## src/rtl/alpharetz_fifo_pkg.sv

```systemverilog
// ---------------------------------------------------------------------------
// alpharetz_fifo_pkg
// Shared definitions for the UART-datapath FIFO family.
//   fifo_ptr_w(depth)    : index width needed to address 'depth' entries
//   fifo_depth_ok(depth) : 1 when depth is a power of two and at least 2
//   fifo_mode_e          : read-side behaviour (registered or fall-through)
// ---------------------------------------------------------------------------
package alpharetz_fifo_pkg;

  typedef enum logic {
    FIFO_STD  = 1'b0,
    FIFO_FWFT = 1'b1
  } fifo_mode_e;

  function automatic int fifo_ptr_w(input int depth);
    return $clog2(depth);
  endfunction

  // Pointer arithmetic relies on natural wrap, so only powers of two work.
  function automatic bit fifo_depth_ok(input int depth);
    return (depth >= 2) && ((depth & (depth - 1)) == 0);
  endfunction

endpackage

```

## src/rtl/fifo_regfile.sv

```systemverilog
// ---------------------------------------------------------------------------
// fifo_regfile
// DEPTH x DATA_WIDTH flop array: one synchronous write port, one
// asynchronous (combinational) read port, no reset.
//   clk      : rising-edge clock
//   wr_en    : write strobe
//   wr_addr  : write index
//   wr_data  : write data
//   rd_addr  : read index
//   rd_data  : read data, combinational from the array
// ---------------------------------------------------------------------------
module fifo_regfile #(
  parameter int DATA_WIDTH = 8,
  parameter int DEPTH      = 16,
  parameter int ADDR_W     = $clog2(DEPTH)
) (
  input  logic                  clk,
  input  logic                  wr_en,
  input  logic [ADDR_W-1:0]     wr_addr,
  input  logic [DATA_WIDTH-1:0] wr_data,
  input  logic [ADDR_W-1:0]     rd_addr,
  output logic [DATA_WIDTH-1:0] rd_data
);

  logic [DATA_WIDTH-1:0] mem [DEPTH];

  // NOTE: the storage array has no reset branch; contents are only observable
  // through the occupancy pointers, and leaving it out keeps it plain flops
  // without a reset net fanning out to every bit.
  always_ff @(posedge clk) begin
    if (wr_en) mem[wr_addr] <= wr_data;
  end

  assign rd_data = mem[rd_addr];

endmodule

```

## src/rtl/fifo_queue_lvl.sv

```systemverilog
// ---------------------------------------------------------------------------
// fifo_queue_lvl
// Single-clock FIFO with fill level, almost-full/almost-empty thresholds,
// synchronous flush and optional first-word-fall-through read mode.
//   clk, async_rst_n : clock; asynchronous active-low reset
//   clk_en           : qualifies every state update
//   flush            : clears contents (wins over wr_en/rd_en)
//   wr_en, data_in   : write request and data
//   rd_en            : read request (FWFT: pop head)
//   data_out         : read data (STD: registered; FWFT: current head)
//   rd_valid         : STD: data_out new this cycle; FWFT: !empty
//   full, empty      : occupancy flags
//   level            : entry count 0..DEPTH
//   afull_thresh     : almost_full  = level >= afull_thresh
//   aempty_thresh    : almost_empty = level <= aempty_thresh
// Build option ALPHARETZ_FIFO_ERR_FLAGS_EN adds sticky overflow/underflow
// flags and their err_clr input.
// ---------------------------------------------------------------------------
module fifo_queue_lvl
  import alpharetz_fifo_pkg::*;
#(
  parameter  int DATA_WIDTH = 8,
  parameter  int DEPTH      = 16,
  parameter  bit FWFT       = 1'b0,
  localparam int PTR_WIDTH  = fifo_ptr_w(DEPTH)
) (
  input  logic                  clk,
  input  logic                  async_rst_n,
  input  logic                  clk_en,
  input  logic                  flush,
  input  logic                  wr_en,
  input  logic [DATA_WIDTH-1:0] data_in,
  input  logic                  rd_en,
  output logic [DATA_WIDTH-1:0] data_out,
  output logic                  rd_valid,
  output logic                  full,
  output logic                  empty,
  output logic [PTR_WIDTH:0]    level,
  input  logic [PTR_WIDTH:0]    afull_thresh,
  input  logic [PTR_WIDTH:0]    aempty_thresh,
  output logic                  almost_full,
  output logic                  almost_empty
`ifdef ALPHARETZ_FIFO_ERR_FLAGS_EN
  ,
  input  logic                  err_clr,
  output logic                  overflow,
  output logic                  underflow
`endif
);

  localparam fifo_mode_e       MODE    = FWFT ? FIFO_FWFT : FIFO_STD;
  localparam bit               DEPTH_OK = fifo_depth_ok(DEPTH);
  localparam logic [PTR_WIDTH:0] PTR_ONE = (PTR_WIDTH+1)'(1);

  // Pointers carry one extra wrap bit so full and empty are distinguishable
  // with every entry in use.
  logic [PTR_WIDTH:0]    wr_ptr, rd_ptr;
  logic                  wr_acc, rd_acc;
  logic [DATA_WIDTH-1:0] head_data;

  assign level = wr_ptr - rd_ptr;
  assign empty = (wr_ptr == rd_ptr);
  assign full  = (wr_ptr[PTR_WIDTH] != rd_ptr[PTR_WIDTH]) &&
                 (wr_ptr[PTR_WIDTH-1:0] == rd_ptr[PTR_WIDTH-1:0]);

  // Flags are pre-edge values, so a write while full is dropped even when a
  // read frees a slot on the same edge (and vice versa for empty).
  assign wr_acc = clk_en & wr_en & ~full  & ~flush;
  assign rd_acc = clk_en & rd_en & ~empty & ~flush;

  assign almost_full  = (level >= afull_thresh);
  assign almost_empty = (level <= aempty_thresh);

  // NOTE: sequential state uses non-blocking assignments so every register
  // samples pre-edge values regardless of statement order.
  always_ff @(posedge clk or negedge async_rst_n) begin
    if (!async_rst_n) begin
      wr_ptr <= '0;
      rd_ptr <= '0;
    end else if (clk_en) begin
      if (flush) begin
        rd_ptr <= wr_ptr;
      end else begin
        if (wr_acc) wr_ptr <= wr_ptr + PTR_ONE;
        if (rd_acc) rd_ptr <= rd_ptr + PTR_ONE;
      end
    end
  end

  fifo_regfile #(
    .DATA_WIDTH (DATA_WIDTH),
    .DEPTH      (DEPTH),
    .ADDR_W     (PTR_WIDTH)
  ) u_regfile (
    .clk     (clk),
    .wr_en   (wr_acc),
    .wr_addr (wr_ptr[PTR_WIDTH-1:0]),
    .wr_data (data_in),
    .rd_addr (rd_ptr[PTR_WIDTH-1:0]),
    .rd_data (head_data)
  );

  generate
    if (MODE == FIFO_FWFT) begin : g_fwft
      // Head is masked while empty so reset and post-flush output is zero
      // rather than stale storage contents.
      assign data_out = empty ? '0 : head_data;
      assign rd_valid = ~empty;
    end else begin : g_std
      logic [DATA_WIDTH-1:0] data_q;
      logic                  valid_q;

      always_ff @(posedge clk or negedge async_rst_n) begin
        if (!async_rst_n) begin
          data_q  <= '0;
          valid_q <= 1'b0;
        end else if (clk_en) begin
          valid_q <= rd_acc;
          if (rd_acc) data_q <= head_data;
        end
      end

      assign data_out = data_q;
      assign rd_valid = valid_q;
    end
  endgenerate

`ifdef ALPHARETZ_FIFO_ERR_FLAGS_EN
  logic ovf_set, udf_set;

  assign ovf_set = clk_en & wr_en & full  & ~flush;
  assign udf_set = clk_en & rd_en & empty & ~flush;

  // Set has priority over clear so an error on the clearing cycle survives.
  always_ff @(posedge clk or negedge async_rst_n) begin
    if (!async_rst_n) begin
      overflow  <= 1'b0;
      underflow <= 1'b0;
    end else if (clk_en) begin
      if (ovf_set)      overflow <= 1'b1;
      else if (err_clr) overflow <= 1'b0;
      if (udf_set)      underflow <= 1'b1;
      else if (err_clr) underflow <= 1'b0;
    end
  end
`endif

  depth_legal_a : assert property (@(posedge clk) DEPTH_OK)
    else $error("fifo_queue_lvl: DEPTH must be a power of two and >= 2");

endmodule

```

## config.mk

```make
export PLATFORM = sky130hd
export DESIGN_NAME = fifo_queue_lvl
export DESIGN_NICKNAME = d
export VERILOG_FILES = /design/src/rtl/alpharetz_fifo_pkg.sv /design/src/rtl/fifo_regfile.sv /design/src/rtl/fifo_queue_lvl.sv
export SDC_FILE = /design/constraint.sdc
export NUM_CORES = 1
export LEC_CHECK = 0
export ABC_AREA = 1
export CORE_MARGIN = 2
export CORE_UTILIZATION = 30
export CTS_CLUSTER_SIZE = 30
export DETAILED_ROUTE_END_ITERATION = 6
export SETUP_SLACK_MARGIN = 0.1
export SYNTH_ARGS = -nofsm -noshare
export SYNTH_HDL_FRONTEND = slang
export SYNTH_SLANG_ARGS = --single-unit
```

## constraint.sdc

```tcl
create_clock -name clk -period 4.65 [get_ports clk]
set_input_delay 1.1625 -clock clk [delete_from_list [all_inputs] [get_ports clk]]
set_output_delay 1.1625 -clock clk [all_outputs]
set_load 0.05 [all_outputs]
```

==> results of run 1 <==
-- worst reg2reg max path, cell delays in order, from the launching register on --
cell and delay (ns):
dfrtp_2 0.52, clkinvlp_4 0.26, ha_1 0.42, nand4_1 0.12, inv_1 0.07, nand2_1 0.13, nand3_2 0.18, nor2_1 0.68
-- state kept, by name, summed over array words and instances (netlist names) --
register	flops
data_out	8
rd_ptr	5
rd_valid	1
u_regfile.mem	128
wr_ptr	5
-- cells by family (layout without fill, tap and decap cells) --
family	Yosys count	count (layout)	synth area share (%)
adder cells (fa/ha/maj)	20	20	3.75
buffers and inverters	144	210	8.61
flip-flops	147	147	62.8
AND/OR/NAND/NOR	355	355	21.9
AO/OA/AOI/OAI	21	21	1.71
XOR/XNOR	9	9	1.26
-- where the power goes --
part,internal [mW],switching [mW],total (mW)
clock,0.854,0.554,1.41
sequential,1.54,0.103,1.64
combinational,0.948,1.84,2.79
total,3.34,2.49,5.84
-- layout by cell type (no fill, tap or decap), drive strengths merged, types with 2 or more instances in the layout --
cell type	instances
clkbuf	19
nor2	10
nand2	232
xnor2	2
bufinv	3
ha	19
dfrtp	19
clkinvlp	2
a21oi	6
clkinv	3
nor3	12
inv	125
edfxtp	128
o21ai	10
nand3	97
nand4	3
buf	24
xor2	7
clkdlybuf4s50	34
-- routing by layer --
metal  track usage, %  vias up  share of wire, %  wire, um
li1                 -     2361                 -         -
met1             18.7     2222                48      7670
met2             22.2      115                46      7310
met3             3.73       21               4.8       773
met4             5.02        0               1.8       295
met5                0        -                 0         0
-- layout make-up --
class / instances / area [um2] / area share, %
Tap cell: 285 / 357 / 4.31
Clock buffer: 19 / 433 / 5.23
Sequential cell: 147 / 4320 / 52.3
Timing Repair Buffer: 58 / 546 / 6.60
Multi-Input combinational cell: 405 / 1990 / 24.0
Inverter: 120 / 454 / 5.49
Clock inverter: 13 / 171 / 2.07
-- final timing paths --
kind / to / depth (start not counted) / from
max: almost_full / 9 / rd_ptr[2]$_DFFE_PN0P_
min: data_out[7]$_DFFE_PN0P_ / 2 / data_out[7]$_DFFE_PN0P_
max reg2reg: u_regfile.mem[3][3]$_DFFE_PP_ / 7 / rd_ptr[2]$_DFFE_PN0P_
min reg2reg: data_out[7]$_DFFE_PN0P_ / 2 / data_out[7]$_DFFE_PN0P_
max in group asynchronous: rd_ptr[0]$_DFFE_PN0P_ / 1 / async_rst_n
min in group asynchronous: rd_valid$_DFFE_PN0P_ / 1 / async_rst_n
-- per-stage QoR --
stage	hold WS (ns)	power, mW
floorplan	0.522	3.56
global placement	0.466	4.41
detailed placement	0.467	4.45
CTS	0.483	5.86
global route	0.502	6.19
finish	0.476	5.84
==> flow_summary.ini, run 1 <==
[setup_path]
path_class = flop to primary output
critical_path_buf_inv_count = 2
worst-path-max-fanout = 14
arrival_ns = 3.02
r2r_slack_ns = 1.90
required_ns = 3.49
crit_chain = clkinvlp_4 -> ha_1 -> a21oi_1 -> nand2_1 -> xor2_2 -> ha_1 -> nand2_1 -> o311ai_2 -> buf_12
cp_top_family = adder cells
start_kind = flop
slowest_stage = dfrtp_2
end_kind = primary output
slowest_delay_ns = 0.52

[timing]
fin_ws_ns = 0.464
rsz0062_at_grt = false
fmax_ghz = 0.239
slew_viol_final = 0
finalCriticalPeriod_ns = 4.19
skew_ns = 0.0135
maxSlewHeadroom_pct = 40.0
timing.final.crit_share_pct = 90.0
worst_pin_slew_ns = 0.897
setup_viol = 0
finalSetupTns_ns = 0
hold_violations = 0

[yosys]
ys.flop_type = edfxtp_1
synth.most_common_cell = nand2_1
synth_seq_cells = 147
netlist.area_leader.share_pct = 55.9
ys_seq_area_share_pct = 62.8
yosysTopAreaCell = edfxtp_1
syn_area_per_cell_um2 = 9.88
synthTopCellsByArea = edfxtp_1 56%, nand2_1 13%, nand3_1 7.0%, dfrtp_1 6.9%, inv_1 6.3%
synthCells = 696
synth-edff-count = 128
synth_common_cells = 230 x nand2_1, 128 x edfxtp_1, 115 x inv_1
yosysWarnings = 0
synth_nets = 740
yosysUniqueCellTypes = 30
synth_area_mm2 = 0.00688
async_reset_ff_share_pct = 12.9

[clock_tree]
ctsHtreeMaxLevel = 4
postCtsSetupBuffers = 0
cts_resized = 0
cts_tree = built
cts_root_buffer = clkbuf_16
clk_path_buf_depth = 2
hold_buffers = 0
clk_pin_slew_ns = 0.06
cts_made_buffers = 17
insertion_delay_ns = 0.43
numClockSinks = 147

[detailed_routing]
wl_per_cell_um = 15.3
drt_wl_total_um = 16000
drt_first_pass_iters = 5
route.detailed.drc = 0
drtIter0Drc = 439
vias_per_cell = 4.51
final_antenna_net_count = 0
routed-via-count = 4719

[placed_design]
place_congestion = 0.830
numPortBuffers = 41
pre_cts_ws_ns = 0.695
post_dp_cell_area_mm2 = 0.00766
hpwlAfterDp_um = 10200
placedCellCount = 1015

[finish]
fillerInstances = 2209
area_growth_pct = 20.3
final_util_pct = 36.6
layout.cells.non_filler = 1047
layout-drive-gt1-share_pct = 9.06
final_cell_area_mm2 = 0.00827
diodes = 0
fin_nets = 793

[power]
power.density_mw_per_mm2 = 706
p_leak_nw = 3.59
vdd_drop_max_v = 0.000741

[die]
die_h_um = 155
die_area_mm2 = 0.0241
core_mm2 = 0.0226
start_util_pct = 30.5
die_width_um = 155
rows = 55
ios = 42

[run_status]
outcome = completed

[global_route]
gr-usage-all-layers_pct = 14.1
antenna_found_initial = 0
grt-ovfl-total = 0
grt_pass1_vias = 4716
grt_pass1_wl_um = 25500
grt_max_degree = 69

[min_path]
min_path_type = flop to flop

[run]
max_cap_viol_count = 0
Power figures use the tool's default switching activity.
==> run 2, diff against run 1 <==
==> constraint.sdc (replaced) <==
create_clock -name clk -period 4.65 [get_ports clk]
set_input_delay 0.93 -clock clk [delete_from_list [all_inputs] [get_ports clk]]
set_output_delay 0.93 -clock clk [all_outputs]
set_load 0.05 [all_outputs]
==> flow_summary.ini, run 2 (synthesis results as in run 1) <==
[setup_path]
arrival_ns = 3.33
slowest_delay_ns = 0.62
start_kind = flop
rr_endpoint = u_regfile.mem[15][4]$_DFFE_PP_
r2r_slack_ns = 1.55
end_kind = primary output
slowest_stage = dfrtp_1
crit-reg2reg-launch = rd_ptr[2]$_DFFE_PN0P_
cpMostUsedCell = ha_1
r2r_cells = 7
setup.worst_path.start = rd_ptr[2]$_DFFE_PN0P_
required_ns = 3.72
worst-path-max-fanout = 14
path_class = flop to primary output
crit_chain = clkinv_1 -> ha_1 -> nand3_1 -> nand2_1 -> xor2_1 -> ha_1 -> a21o_1 -> o22ai_1 -> buf_12

[global_route]
grt_max_degree = 69
gr-usage-all-layers_pct = 13.6
grt_pass1_wl_um = 24800
grt_pass1_vias = 4491
antenna_found_initial = 0
grt-ovfl-total = 0

[timing]
worst_pin_slew_ns = 1.16
fin_ws_ns = 0.385
setup_viol = 0
timing.final.crit_share_pct = 91.7
finalSetupTns_ns = 0
finalCriticalPeriod_ns = 4.26
hold_violations = 0
maxSlewHeadroom_pct = 22.3
slew_viol_final = 0
rsz0062_at_grt = false
skew_ns = 0.0102
fmax_ghz = 0.234

[finish]
final_cell_area_mm2 = 0.00822
fin_nets = 791
final_common_cell = nand2_1
diodes = 0
fillerInstances = 2223
layout_common_cells = 230 x nand2_1, 128 x edfxtp_1, 115 x inv_1
registers.top_by_ff_count = u_regfile.mem
area_growth_pct = 19.5
largest_reg_flops = 128
layout.cells.non_filler = 1044
layout-drive-gt1-share_pct = 7.11

[die]
rows = 55
die_h_um = 155
die_area_mm2 = 0.0241
core_mm2 = 0.0226
die_width_um = 155
ios = 42
start_util_pct = 30.5

[run]
max_cap_viol_count = 0

[min_path]
min_to = data_out[1]$_DFFE_PN0P_
worstHoldStart = data_out[1]$_DFFE_PN0P_
min_path_cells = 2
min_path_type = flop to flop

[clock_tree]
cts_root_buffer = clkbuf_16
clk_pin_slew_ns = 0.06
ctsHtreeMaxLevel = 4
clk_path_buf_depth = 2
numClockSinks = 147
cts_resized = 0
postCtsSetupBuffers = 0
cts_tree = built
hold_buffers = 0
cts_made_buffers = 17
insertion_delay_ns = 0.42

[detailed_routing]
route.detailed.drc = 0
wl_per_cell_um = 15.0
drt_wl_total_um = 15600
route.met3.wl_um = 840
top_layer = met4
dr_wl_met2_um = 7110
final_antenna_net_count = 0
drt_first_pass_iters = 6
wl_met1_um = 7500
drtIter0Drc = 406
vias_per_cell = 4.54
routed-via-count = 4739

[placed_design]
place_congestion = 0.793
pre_cts_ws_ns = 0.914
post_dp_cell_area_mm2 = 0.00764
numPortBuffers = 41
hpwlAfterDp_um = 9790
placedCellCount = 1013

[run_status]
outcome = completed

[power]
p_leak_nw = 3.56
power.density_mw_per_mm2 = 699
vdd_drop_max_v = 0.000855
power.total_mw = 5.74
run 2: power breakdown:
part           internal [mW]  switching (mW)
clock network          0.840           0.514
registers               1.54           0.102
logic                  0.951            1.79
run 2: routing by layer:
| metal | vias up | GRT usage [%] |
|---|---|---|
| met4 | 0 | 4.46 |
| met1 | 2231 | 18.7 |
| met5 | - | 0 |
| li1 | 2349 | - |
| met2 | 147 | 21.3 |
| met3 | 12 | 2.92 |
run 2: layout make-up:
class                           instances  area, um2  share of cell area [%]
Tap cell                              285        357                    4.34
Clock buffer                           22        444                    5.40
Timing Repair Buffer                   56        543                    6.61
Multi-Input combinational cell        405       1970                    24.0
Clock inverter                          9        133                    1.61
Sequential cell                       147       4320                    52.6
Inverter                              120        450                    5.48
run 2: worst max-delay path by stage:
stage / end / slack, ns
after floorplan: almost_empty / 0.24
after global placement: almost_empty / 0.92
after detailed placement: almost_full / 0.91
after CTS: almost_empty / 0.43
after global routing: almost_full / 0.21
final: almost_empty / 0.39
run 2: per-stage QoR:
stage	util (%)	hold WS, ns
4_1_cts	36.4	0.487
2_1_floorplan	-	0.522
3_5_place_dp	33.9	0.472
6_report	36.4	0.479
3_3_place_gp	33.9	0.464
5_1_grt	36.4	0.517
run 2: worst max-delay path: cells and delay by family (launching register included):
family                     cells  cell delay [ns]
adders and majority gates      2             0.82
DFF                            1             0.62
buffers and inverters          2             0.59
AOI/OAI and AO/OA              2             0.42
xor gates and xnor gates       1             0.28
and+or+nand+nor                2             0.20
==> run 3, diff against run 2 <==
==> constraint.sdc (replaced) <==
create_clock -name clk -period 4.65 [get_ports clk]
set_input_delay 0.6975 -clock clk [delete_from_list [all_inputs] [get_ports clk]]
set_output_delay 0.6975 -clock clk [all_outputs]
set_load 0.05 [all_outputs]
==> flow_summary.ini, run 3 (synthesis results as in run 1) <==
[power]
vdd_drop_max_v = 0.000823
power.density_mw_per_mm2 = 703
p_leak_nw = 3.57

[placed_design]
place_congestion = 0.814
numPortBuffers = 41
hpwlAfterDp_um = 9920
post_dp_cell_area_mm2 = 0.00764

[clock_tree]
clk_pin_slew_ns = 0.06
ctsHtreeMaxLevel = 4
clk_path_buf_depth = 2
postCtsSetupBuffers = 0
cts_made_buffers = 17
hold_buffers = 0
cts_root_buffer = clkbuf_16
insertion_delay_ns = 0.43
numClockSinks = 147
cts_resized = 0
cts_tree = built

[die]
core_mm2 = 0.0226
rows = 55
die_h_um = 155
die_area_mm2 = 0.0241
die_width_um = 155
start_util_pct = 30.5
ios = 42

[min_path]
min_path_type = flop to flop
min_path_cells = 2
worstHoldStart = data_out[4]$_DFFE_PN0P_

[setup_path]
r2r_cells = 7
end_kind = primary output
required_ns = 3.95
worst-path-max-fanout = 14
path_class = flop to primary output
crit_path_end = almost_empty
crit-reg2reg-launch = rd_ptr[2]$_DFFE_PN0P_
rr_endpoint = u_regfile.mem[15][5]$_DFFE_PP_
r2r_slack_ns = 1.64
arrival_ns = 3.38
setup.worst_path.start = rd_ptr[2]$_DFFE_PN0P_
start_kind = flop

[global_route]
grt_pass1_wl_um = 25300
grt_max_degree = 69
grt-ovfl-total = 0
gr-usage-all-layers_pct = 14.1
antenna_found_initial = 0
grt_pass1_vias = 4607

[timing]
skew_ns = 0.00957
slew_viol_final = 0
rsz0062_at_grt = false
finalCriticalPeriod_ns = 4.08
finalSetupTns_ns = 0
timing.final.crit_share_pct = 87.8
setup_viol = 0
fmax_ghz = 0.245
maxSlewHeadroom_pct = 19.4
hold_violations = 0
worst_pin_slew_ns = 1.21
hold_slack_ns = 0.480

[finish]
fillerInstances = 2227
fin_nets = 791
largest_reg_flops = 128
layout-drive-gt1-share_pct = 7.64
registers.top_by_ff_count = u_regfile.mem
area_growth_pct = 19.8
final_cell_area_mm2 = 0.00824
diodes = 0
layout_common_cells = 230 x nand2_1, 128 x edfxtp_1, 115 x inv_1
final_common_cell = nand2_1

[detailed_routing]
routed-via-count = 4694
drtIter0Drc = 451
vias_per_cell = 4.50
route.detailed.drc = 0
final_antenna_net_count = 0
drt_first_pass_iters = 5
drt_wl_total_um = 16100
wl_per_cell_um = 15.4

[run_status]
outcome = completed

[run]
max_cap_viol_count = 0
run 3: report_power, final:
group / switching, mW / internal [mW]
Sequential: 0.0967 / 1.54
Clock: 0.546 / 0.848
Combinational: 1.82 / 0.940
Total: 2.46 / 3.33
run 3: layout make-up:
| class | count | area (um2) | share of cell area, % |
|---|---|---|---|
| Inverter | 120 | 450 | 5.47 |
| Tap cell | 285 | 357 | 4.33 |
| Clock inverter | 14 | 178 | 2.16 |
| Sequential cell | 147 | 4320 | 52.4 |
| Clock buffer | 17 | 425 | 5.16 |
| Timing Repair Buffer | 56 | 543 | 6.59 |
| Multi-Input combinational cell | 405 | 1970 | 23.9 |
run 3: how the worst min path moves through the flow:
stage	end	slack, ns
after floorplan	data_out[0]$_DFFE_PN0P_	0.40
after detailed placement	rd_valid$_DFFE_PN0P_	0.47
final	data_out[4]$_DFFE_PN0P_	0.48
after global placement	data_out[2]$_DFFE_PN0P_	0.47
after global routing	data_out[4]$_DFFE_PN0P_	0.50
after CTS	rd_valid$_DFFE_PN0P_	0.49
run 3: through the flow:
| stage | std cells | utilization [%] | setup WS (ns) | total power [mW] |
|---|---|---|---|---|
| 2_1_floorplan | 696 | - | 0.227 | 3.51 |
| 3_3_place_gp | 1013 | 33.8 | 1.13 | 4.39 |
| 3_5_place_dp | 1013 | 33.8 | 1.03 | 4.42 |
| 4_1_cts | 1044 | 36.5 | 0.574 | 5.83 |
| 5_1_grt | 1044 | 36.5 | 0.302 | 6.15 |
| 6_report | 1044 | 36.5 | 0.568 | 5.79 |
run 3: critical path, cell delays in order (launching register included):
cell      delay, ns
dfrtp_1        0.62
clkinv_1       0.41
ha_1           0.50
nand3_1        0.11
nand2_1        0.09
xor2_1         0.30
ha_1           0.31
a21o_1         0.18
o22ai_1        0.25
buf_12         0.18
run 3: per-layer routing:
metal / wire (um) / global-route usage [%] / part of all wire [%]
met3: 845 / 2.84 / 5.2
met1: 7430 / 18.9 / 46
met4: 497 / 7.56 / 3.1
met2: 7330 / 21.6 / 46
met5: 0 / 0 / 0
